<file path="config.mk">
export PLATFORM = sky130hd
export DESIGN_NAME = mem_stage_lsu
export DESIGN_NICKNAME = d
export VERILOG_FILES = /design/src/rtl/mem_lsu_pkg.sv /design/src/rtl/lsu_lane_align.sv /design/src/rtl/mem_stage_lsu.sv
export SDC_FILE = /design/constraint.sdc
export NUM_CORES = 1
export LEC_CHECK = 0
export BUFFER_PORTS_ARGS = -buffer_cell sky130_fd_sc_hd__buf_4
export CAP_MARGIN = 20
export CORE_MARGIN = 2
export CORE_UTILIZATION = 53
export CTS_BUF_LIST = sky130_fd_sc_hd__clkbuf_4
export DETAILED_ROUTE_END_ITERATION = 10
export GPL_TIMING_DRIVEN = 1
export PLACE_DENSITY_LB_ADDON = 0.2
export SLEW_MARGIN = 20
export SYNTH_ARGS = -nofsm -noshare
export SYNTH_HDL_FRONTEND = slang
export SYNTH_SLANG_ARGS = --single-unit
</file>
<file path="constraint.sdc">
create_clock -name Clk -period 3.4 [get_ports Clk]
set_input_delay 0.34 -clock Clk [delete_from_list [all_inputs] [get_ports Clk]]
set_output_delay 0.34 -clock Clk [all_outputs]
set_load 0.005 [all_outputs]
</file>
<file path="src/rtl/mem_lsu_pkg.sv">
// Shared definitions for the memory-stage load/store unit: op encoding,
// op field positions, response error codes and controller state encoding.
package mem_lsu_pkg;

  localparam logic [3:0] OP_LB  = 4'b0000;
  localparam logic [3:0] OP_LH  = 4'b0001;
  localparam logic [3:0] OP_LW  = 4'b0010;
  localparam logic [3:0] OP_LBU = 4'b0100;
  localparam logic [3:0] OP_LHU = 4'b0101;
  localparam logic [3:0] OP_SB  = 4'b1000;
  localparam logic [3:0] OP_SH  = 4'b1001;
  localparam logic [3:0] OP_SW  = 4'b1010;

  localparam int OP_STORE_BIT    = 3;
  localparam int OP_UNSIGNED_BIT = 2;
  localparam int OP_SIZE_LSB     = 0;
  localparam int OP_SIZE_W       = 2;

  localparam logic [1:0] SIZE_BYTE = 2'b00;
  localparam logic [1:0] SIZE_HALF = 2'b01;
  localparam logic [1:0] SIZE_WORD = 2'b10;

  localparam logic [1:0] ERR_OK       = 2'b00;
  localparam logic [1:0] ERR_MISALIGN = 2'b01;
  localparam logic [1:0] ERR_RANGE    = 2'b10;
  localparam logic [1:0] ERR_ILLEGAL  = 2'b11;

  typedef enum logic [1:0] {
    ST_IDLE  = 2'b00,
    ST_READ  = 2'b01,
    ST_WRITE = 2'b10,
    ST_RESP  = 2'b11
  } lsu_state_t;

  function automatic logic [1:0] opSize(input logic [3:0] op);
    return op[OP_SIZE_LSB +: OP_SIZE_W];
  endfunction

  // Stores are never unsigned and there is no unsigned word load.
  function automatic logic isLegalOp(input logic [3:0] op);
    logic [1:0] size;
    size = opSize(op);
    return (size != 2'b11)
        && !(op[OP_STORE_BIT] && op[OP_UNSIGNED_BIT])
        && !(op[OP_UNSIGNED_BIT] && (size == SIZE_WORD));
  endfunction

endpackage

</file>
<file path="src/rtl/lsu_lane_align.sv">
// Combinational lane extraction/extension for loads and lane merge for
// sub-word stores. Define LSU_BIG_ENDIAN_EN for big-endian lane mapping.
module lsu_lane_align
  import mem_lsu_pkg::*;
(
  input  logic [31:0] memWord,
  input  logic [1:0]  byteOffset,
  input  logic [1:0]  size,
  input  logic        isUnsigned,
  input  logic [31:0] storeData,
  output logic [31:0] loadData,
  output logic [31:0] mergedWord
);

  logic [4:0]  laneShift;
  logic [31:0] laneMask;
  logic [31:0] shifted;

  always_comb begin
    laneShift = 5'd0;
    laneMask  = 32'hFFFF_FFFF;
    case (size)
      SIZE_BYTE: begin
`ifdef LSU_BIG_ENDIAN_EN
        laneShift = {~byteOffset, 3'b000};
`else
        laneShift = {byteOffset, 3'b000};
`endif
        laneMask = 32'h0000_00FF << laneShift;
      end
      SIZE_HALF: begin
`ifdef LSU_BIG_ENDIAN_EN
        laneShift = {~byteOffset[1], 4'b0000};
`else
        laneShift = {byteOffset[1], 4'b0000};
`endif
        laneMask = 32'h0000_FFFF << laneShift;
      end
      default: begin
        laneShift = 5'd0;
        laneMask  = 32'hFFFF_FFFF;
      end
    endcase

    shifted = memWord >> laneShift;

    case (size)
      SIZE_BYTE: loadData = isUnsigned ? {24'h0, shifted[7:0]}
                                       : {{24{shifted[7]}}, shifted[7:0]};
      SIZE_HALF: loadData = isUnsigned ? {16'h0, shifted[15:0]}
                                       : {{16{shifted[15]}}, shifted[15:0]};
      default:   loadData = shifted;
    endcase

    // Word size has a full mask and zero shift, so this degenerates to storeData.
    mergedWord = (memWord & ~laneMask) | ((storeData << laneShift) & laneMask);
  end

endmodule

</file>
<file path="src/rtl/mem_stage_lsu.sv">
// MIPS32 memory-stage load/store unit: byte-addressed requests to word memory
// accesses, read-modify-write for SB/SH. Define LSU_BIG_ENDIAN_EN for big-endian lanes.
module mem_stage_lsu
  import mem_lsu_pkg::*;
#(
  parameter int DM_DEPTH = 1024
) (
  input  logic        Clk,
  input  logic        Reset,
  input  logic        ReqValid,
  output logic        ReqReady,
  input  logic [3:0]  ReqOp,
  input  logic [31:0] ReqAddr,
  input  logic [31:0] ReqData,
  output logic        RespValid,
  input  logic        RespReady,
  output logic [31:0] RespData,
  output logic [1:0]  RespErr,
  output logic [31:0] DmAddr,
  output logic [31:0] DmDataIn,
  output logic        DmWriteEnable,
  output logic        DmReadEnable,
  input  logic [31:0] DmDataOut
);

  localparam logic [31:0] DM_DEPTH_W = 32'(DM_DEPTH);

  lsu_state_t  state;
  logic [3:0]  opQ;
  logic [1:0]  byteOffsetQ;
  logic [31:0] storeDataQ;
  logic        acceptReq;
  logic [1:0]  reqErr;
  logic [1:0]  reqSize;
  logic [31:0] loadData;
  logic [31:0] mergedWord;

  // Strobes and ready are masked by Reset so an in-flight access is dropped in the reset cycle.
  assign ReqReady      = (state == ST_IDLE)  && !Reset;
  assign DmReadEnable  = (state == ST_READ)  && !Reset;
  assign DmWriteEnable = (state == ST_WRITE) && !Reset;
  assign acceptReq     = ReqReady && ReqValid;
  assign reqSize       = opSize(ReqOp);

  always_comb begin
    reqErr = ERR_OK;
    if (!isLegalOp(ReqOp))
      reqErr = ERR_ILLEGAL;
    else if (((reqSize == SIZE_HALF) && ReqAddr[0]) ||
             ((reqSize == SIZE_WORD) && (ReqAddr[1:0] != 2'b00)))
      reqErr = ERR_MISALIGN;
    else if ({2'b00, ReqAddr[31:2]} >= DM_DEPTH_W)
      reqErr = ERR_RANGE;
  end

  lsu_lane_align uLaneAlign (
    .memWord    (DmDataOut),
    .byteOffset (byteOffsetQ),
    .size       (opSize(opQ)),
    .isUnsigned (opQ[OP_UNSIGNED_BIT]),
    .storeData  (storeDataQ),
    .loadData   (loadData),
    .mergedWord (mergedWord)
  );

  // Request capture: data only, no reset needed.
  always_ff @(posedge Clk) begin
    if (acceptReq) begin
      opQ         <= ReqOp;
      byteOffsetQ <= ReqAddr[1:0];
      storeDataQ  <= ReqData;
    end
  end

  always_ff @(posedge Clk) begin
    if (Reset) begin
      state     <= ST_IDLE;
      RespValid <= 1'b0;
      RespData  <= 32'h0;
      RespErr   <= ERR_OK;
      DmAddr    <= 32'h0;
      DmDataIn  <= 32'h0;
    end else begin
      case (state)
        ST_IDLE: begin
          if (acceptReq) begin
            DmAddr   <= {2'b00, ReqAddr[31:2]};
            DmDataIn <= ReqData;
            RespData <= 32'h0;
            RespErr  <= reqErr;
            if (reqErr != ERR_OK) begin
              RespValid <= 1'b1;
              state     <= ST_RESP;
            end else if (ReqOp[OP_STORE_BIT] && (reqSize == SIZE_WORD)) begin
              state <= ST_WRITE;
            end else begin
              state <= ST_READ;
            end
          end
        end
        // The merged store word is captured straight into DmDataIn for the WRITE cycle.
        ST_READ: begin
          if (opQ[OP_STORE_BIT]) begin
            DmDataIn <= mergedWord;
            state    <= ST_WRITE;
          end else begin
            RespData  <= loadData;
            RespValid <= 1'b1;
            state     <= ST_RESP;
          end
        end
        ST_WRITE: begin
          RespValid <= 1'b1;
          state     <= ST_RESP;
        end
        ST_RESP: begin
          if (RespReady) begin
            RespValid <= 1'b0;
            state     <= ST_IDLE;
          end
        end
        default: state <= ST_IDLE;
      endcase
    end
  end

endmodule

</file>
==> impl_metrics.json, run 1 <==
{
  "netSwitchingFraction_pct": 36.4,
  "cts_hold_buffers": 62,
  "nets": 1000,
  "dp_hpwl_um": 13500,
  "crit_top_cell": "o211ai_2",
  "crit_fanout": 17,
  "grt_pass1_vias": 6040,
  "power_density_nw_per_um2": 622,
  "cts_tree": "yes",
  "clock_latency_ps": 550,
  "timing.rr.end": "RespData[29]",
  "setup_violations": 0,
  "synth_area_per_cell_um2": 9.97,
  "rows": 40,
  "r2r_setup_slack_ps": 760,
  "netlist_area_um2": 6460,
  "clockRootBuffer": "clkbuf_4",
  "synth_ff_type": "dfxtp_1",
  "htreeDepth": 4,
  "relSlewSlack_pct": 41.0,
  "tns_ps": 0,
  "layout.cells.non_filler": 1051,
  "synth.distinct_cells": 47,
  "design.die.area_um2": 13100,
  "yosys_warnings": 0,
  "r2r_start": "opQ[0]",
  "drc_errors": 0,
  "portBuffers": 203,
  "cp-start-kind": "flip-flop",
  "fin_skew_ps": 19.3,
  "antenna_cells": 0,
  "irDropWorstVdd_mv": 0.328,
  "p_seq_share_pct": 40.4,
  "grt_max_degree": 85,
  "fill_cells": 829,
  "fin_crit_sh_pct": 77.6,
  "postSynthRegisterBits": 137,
  "vias": 6258,
  "comb_power_share_pct": 40.6,
  "hold_depth": 3,
  "initial_core_util_pct": 54.0,
  "syn_to_final_growth_pct": 38.3,
  "clockBufferDepth": 2,
  "gp_congestion": 0.905,
  "antenna_found_initial": 0,
  "required_ps": 3890,
  "worstMarginPinSlew_ps": 882,
  "die_h_um": 114,
  "cpPeakStageDelay_ps": 810,
  "overflow": 0,
  "hp-start": "ReqAddr[18]",
  "wl_per_cell_um": 19.3,
  "setup.worst_path.class": "flip-flop to flip-flop",
  "postLayoutCellArea_um2": 8930,
  "synth_edf_count": 38,
  "ioPinCount": 206,
  "async_flop_share_pct": 0,
  "grtUsageTotal_pct": 31.2,
  "finalPower_mw": 5.56,
  "p_int_mw": 3.54,
  "p_sw_mw": 2.02,
  "setup_slack_ps": 763,
  "min_path_type": "input pin to flip-flop",
  "hold_end": "DmAddr[16]",
  "rsz0062_at_grt": "no",
  "fin_hold_ws_ps": 21.6,
  "cts_setup_buffers": 0,
  "clk_pin_slew_ps": 120,
  "pwr-share-clk_pct": 19.0,
  "avgViaCountPerCell": 5.95,
  "cts_resized": 0,
  "layout_min_cycle_time_ps": 2640,
  "cp-end-kind": "flip-flop",
  "cap_violations": 0,
  "numCtsBuffers": 17,
  "synth_top_area_share_pct": 30.7,
  "core_area_um2": 12000,
  "detailedRoute.firstPassIterationCount": 5,
  "first_iter_violations": 655,
  "hold_viol": 0,
  "place_ws_ps": 886,
  "clock_sinks": 137,
  "netlist.top_cell.by_area": "dfxtp_1",
  "p_leak_nw": 3.70,
  "post-route-util_pct": 74.6,
  "slew_violations": 0,
  "wl_um": 20300,
  "outcome": "finished clean",
  "critPathSlowestCell": "o41ai_4",
  "cp_cell_sequence": "nor2b_1, o211ai_2, o211ai_2, o41ai_4, a22o_1",
  "post-place-cells": 956,
  "dieWidth_um": 114,
  "r2r_cells": 5,
  "grt_pass1_wl_um": 31700,
  "arrival_ps": 3130,
  "drive_gt1_share_pct": 30.0,
  "antenna_left": 0,
  "syn_inst": 648,
  "placed_cell_area_um2": 8040,
  "synth_seq_area_share_pct": 48.4,
  "fmax_mhz": 379,
  "synth.area.top_cells": "dfxtp_1 31%, edfxtp_1 18%, nand2b_1 7.9%"
}
[power by group through the flow]
stage	sequential [mW]	combinational [mW]	clock (mW)
floorplan	2.25	1.28	0
global placement	2.26	2.07	0
detailed placement	2.27	2.16	0
CTS	2.24	2.22	1.06
global route	2.28	2.46	1.13
finish	2.25	2.26	1.05
[state kept, by name, summed over array words and instances, names as in the netlist]
name,cells
RespData,32
DmDataIn,32
storeDataQ,32
byteOffsetQ,2
DmAddr,30
opQ,4
RespValid,1
RespErr,2
state,2
[kinds of logic (layout without fill, tap and decap cells)]
logic type | count (synthesis) | after routing | share of synthesized area, %
and+or+nand+nor | 221 | 221 | 17.4
AOI/OAI and AO/OA | 183 | 183 | 21.3
DFF | 137 | 137 | 48.4
buffers and inverters | 60 | 315 | 3.99
muxes | 40 | 40 | 7.79
adders and majority gates | 5 | 5 | 0.969
other | 1 | 2 | 0.0581
xor gates and xnor gates | 1 | 1 | 0.136
[cell usage in the layout, fill, tap and decap left out, types with 5 or more instances in the layout]
cell           instances
o21ai_0               33
dfxtp_1               99
mux2_2                12
nor2_1                45
a22o_1                31
mux2i_1               21
a21oi_1               17
dlygate4sd3_1         63
nor4_1                 6
clkbuf_4              21
a311oi_1              23
nand2_1               61
nor2b_1               14
buf_4                213
o211ai_1              29
a211o_1                8
edfxtp_1              38
inv_1                  5
a221o_1                7
nand2b_1              82
mux4_2                 7
a22oi_1               15
[how the worst max path moves through the flow]
stage | from | to | slack [ps] | cells after the start
5_1_grt | opQ[0] | RespData[16] | 590 | 5
4_1_cts | opQ[0] | RespData[29] | 840 | 5
3_5_place_dp | opQ[0] | RespData[29] | 890 | 5
3_3_place_gp | opQ[0] | RespData[21] | 990 | 5
2_1_floorplan | state[0] | byteOffsetQ[0] | 510 | 7
6_report | opQ[0] | RespData[29] | 760 | 5
[layout make-up]
| class | count | area [um2] | share of cell area, % |
|---|---|---|---|
| flip-flops and latches | 137 | 3120 | 35.0 |
| multi-input cells | 452 | 3090 | 34.6 |
| repair buffers | 277 | 2250 | 25.2 |
| well taps | 147 | 184 | 2.06 |
| clock buffers | 21 | 158 | 1.77 |
| clock inverters | 11 | 104 | 1.16 |
| inverters | 6 | 22.5 | 0.252 |
[routing by layer]
metal	part of all wire, %	up-vias	track usage, %
li1	-	2860	-
met1	40	2982	40.4
met2	48	367	50.7
met3	10	49	9.37
met4	2.3	0	8.94
met5	0	-	0
[critical path: cells and delay by family, from the launching register on]
kind | cells | cell delay [ps]
AO/OA/AOI/OAI | 4 | 1450
flip-flops | 1 | 750
AND/OR/NAND/NOR | 1 | 360
[cell usage after synthesis (3+ instances only)]
master / n
a22oi_1: 15
a211o_1: 8
a22o_1: 31
dfxtp_1: 99
nand3b_1: 3
o21bai_1: 3
nand2_1: 61
o21ai_0: 33
nand2b_1: 82
a21oi_1: 17
o22ai_1: 4
o211ai_1: 29
nor2b_1: 14
nor2_1: 45
clkbuf_1: 41
buf_2: 8
mux2i_1: 21
inv_1: 5
nor4_1: 6
edfxtp_1: 38
a221o_1: 7
mux4_2: 7
mux2_2: 12
ha_1: 5
a311oi_1: 23
Power figures use the tool's default switching activity.
==> run 2: changes to the inputs <==
--- a/config.mk
+++ b/config.mk
@@ -5,10 +5,11 @@
 export SDC_FILE = /design/constraint.sdc
 export NUM_CORES = 1
 export LEC_CHECK = 0
+export ABC_AREA = 1
 export BUFFER_PORTS_ARGS = -buffer_cell sky130_fd_sc_hd__buf_4
 export CAP_MARGIN = 20
 export CORE_MARGIN = 2
-export CORE_UTILIZATION = 53
+export CORE_UTILIZATION = 48
 export CTS_BUF_LIST = sky130_fd_sc_hd__clkbuf_4
 export DETAILED_ROUTE_END_ITERATION = 10
 export GPL_TIMING_DRIVEN = 1
==> constraint.sdc (replaced) <==
create_clock -name Clk -period 2.4 [get_ports Clk]
set_input_delay 0.24 -clock Clk [delete_from_list [all_inputs] [get_ports Clk]]
set_output_delay 0.24 -clock Clk [all_outputs]
set_load 0.005 [all_outputs]
==> run 2 against run 1 <==
Against the previous run:
- final area is 4.3% higher
- synthesized cell count increased by 36%
- clock power grew 41%
- sequential power increased by 45%
- final cell count is 26% higher
- power rose by 49%
- count of clock-buffer cells in the layout rose by 1
- register-to-register slack got worse by 470 ps
- sequential share of layout area down 1.5 points
- critical endpoint is now DmReadEnable
- via count increased by 12%
- wire length up 7.4%
==> impl_metrics.json, run 2 <==
{
  "outcome": "finished clean",
  "synth_commonest_cells": "205 x nand2_1, 120 x a21oi_1, 99 x dfxtp_1, 85 x o21ai_0, 77 x nand3_1",
  "post-place-cells": 1227,
  "synth_seq_area_share_pct": 46.1,
  "antenna_left": 0,
  "yosys_warnings": 0,
  "grt_pass1_vias": 6455,
  "clock_sinks": 137,
  "r2r_start": "state[0]",
  "fin_crit_sh_pct": 92.8,
  "post-route-util_pct": 67.4,
  "design.die.area_um2": 15100,
  "dp_hpwl_um": 15000,
  "cp_top_family": "buffers and inverters",
  "numCtsBuffers": 17,
  "setup_slack_ps": 173,
  "final_common_cell": "buf_4",
  "grtUsageTotal_pct": 29.2,
  "cts_resized": 0,
  "portBuffers": 203,
  "htreeDepth": 4,
  "cp-end-kind": "primary output",
  "syn_inst": 881,
  "fin_skew_ps": 18.4,
  "core_area_um2": 13800,
  "final_cell_mix": "221 x buf_4, 205 x nand2_1, 120 x a21oi_1, 99 x dfxtp_1, 85 x o21ai_0",
  "async_flop_share_pct": 0,
  "rows": 43,
  "fin_hold_ws_ps": 68.9,
  "reg_top3": "DmDataIn: 32 flops, RespData: 32 flops, storeDataQ: 32 flops",
  "netlist.top_cell.by_area": "dfxtp_1",
  "gp_congestion": 0.932,
  "seqCellArea_um2": 3120,
  "grt_max_degree": 68,
  "critPathSlowestCell": "buf_4",
  "cp_cell_sequence": "inv_1, ha_1, inv_2, buf_4, nor2_1, buf_4",
  "fill_cells": 1189,
  "required_ps": 2160,
  "fmax_mhz": 449,
  "grt_pass1_wl_um": 33700,
  "wl_per_cell_um": 16.4,
  "worstMarginPinSlew_ps": 946,
  "wl_um": 21800,
  "arrival_ps": 1990,
  "drc_errors": 0,
  "antenna_found_initial": 0,
  "tns_ps": 0,
  "avgViaCountPerCell": 5.27,
  "synth_edf_count": 38,
  "initial_core_util_pct": 49.0,
  "critPathLaunch": "state[1]",
  "dieWidth_um": 123,
  "cpPeakStageDelay_ps": 410,
  "finalPower_mw": 8.26,
  "min_path_type": "input pin to flip-flop",
  "cap_violations": 0,
  "synth.area.top_cells": "dfxtp_1 29%, edfxtp_1 17%, nand2_1 11%",
  "cp-start-kind": "flip-flop",
  "vias": 6989,
  "clock_latency_ps": 570,
  "relSlewSlack_pct": 36.9,
  "syn_to_final_growth_pct": 37.5,
  "setup.worst_path.class": "flip-flop to primary output",
  "place_ws_ps": 385,
  "hp-start": "DmDataOut[18]",
  "drive_gt1_share_pct": 27.5,
  "setup_violations": 0,
  "postSynthRegisterBits": 137,
  "clockBufferDepth": 2,
  "layout.cells.non_filler": 1327,
  "nets": 1243,
  "synth.distinct_cells": 36,
  "placed_cell_area_um2": 8370,
  "synth_top_area_share_pct": 29.2,
  "synth_area_per_cell_um2": 7.69,
  "clockRootBuffer": "clkbuf_4",
  "crit_fanout": 43,
  "crit_top_cell": "buf_4",
  "path_buf_inv": 4,
  "hold_viol": 0,
  "detailedRoute.firstPassIterationCount": 5,
  "postLayoutCellArea_um2": 9320,
  "clk_pin_slew_ps": 110,
  "die_h_um": 123,
  "slew_violations": 0,
  "first_iter_violations": 640,
  "ioPinCount": 206,
  "rsz0062_at_grt": "no",
  "p_leak_nw": 4.28,
  "synth_ff_type": "dfxtp_1",
  "synth.most_common_cell": "nand2_1",
  "cts_tree": "yes",
  "power_density_nw_per_um2": 886,
  "netlist_area_um2": 6780,
  "overflow": 0,
  "irDropWorstVdd_mv": 0.593,
  "layout_min_cycle_time_ps": 2230,
  "antenna_cells": 0,
  "multi_input_area_um2": 3080
}
## run 2: changes by cell type after synthesis, moves of 17 or more
cell and change:
nand2b_1 -82, mux2i_1 -21, nand2_1 +144, a22o_1 -31, clkbuf_1 -22, o21ai_0 +52
a311oi_1 -23, nand2_2 +17, inv_1 +53, o21ai_1 +18, nand3_1 +75, a21oi_1 +103
## run 2: worst paths after layout
check / to / slack (ps) / depth (start not counted)
max: DmReadEnable / 170 / 6
min: DmDataIn[18] / 70 / 3
max reg2reg: DmDataIn[22] / 290 / 10
min reg2reg: DmAddr[27] / 470 / 2
## run 2: kinds of logic (layout without fill, tap and decap cells)
| family | after synthesis | after routing | synth area share (%) |
|---|---|---|---|
| compound gates | 261 | 261 | 21.4 |
| buf+inv | 123 | 388 | 8.59 |
| simple gates | 354 | 354 | 23.0 |
| flops | 137 | 137 | 46.1 |
| fa+ha+maj | 5 | 5 | 0.923 |
| other cells | 1 | 2 | 0.0553 |
## run 2: layout make-up
type                    count  area share (%)
flip-flops and latches    137            33.5
clock buffers              22            1.77
multi-input cells         622            33.0
clock inverters            10            1.09
well taps                 180            2.42
repair buffers            291            25.5
inverters                  65            2.65
## run 2: report_power, final
group          switching, mW  internal [mW]
logic                   2.06           1.46
clock network          0.819          0.664
registers              0.319           2.94
total                   3.20           5.06
## run 2: worst reg2reg max path, cell delays in order, from the launching register on
cell      delay, ps
dfxtp_1         350
inv_1           100
ha_1            220
inv_1            70
nor2_2          100
nand2_1         110
nand2_1         110
o211ai_1        120
inv_2           510
o21ai_0         210
a21oi_1         140
## run 2: layer usage
layer	GRT usage [%]	share of wire, %	up-vias
met5	0	0	-
met4	12.0	2.7	0
met3	7.43	9.6	41
met2	44.2	45	345
met1	39.8	42	3146
li1	-	-	3457
## run 2: repair_timing
action / 4_1_cts / 5_1_grt
setup buffers: 0 / 0
hold buffers: 68 / 0
endpoints found under the setup margin: 0 / 0
hold endpoints to repair: 94 / 0
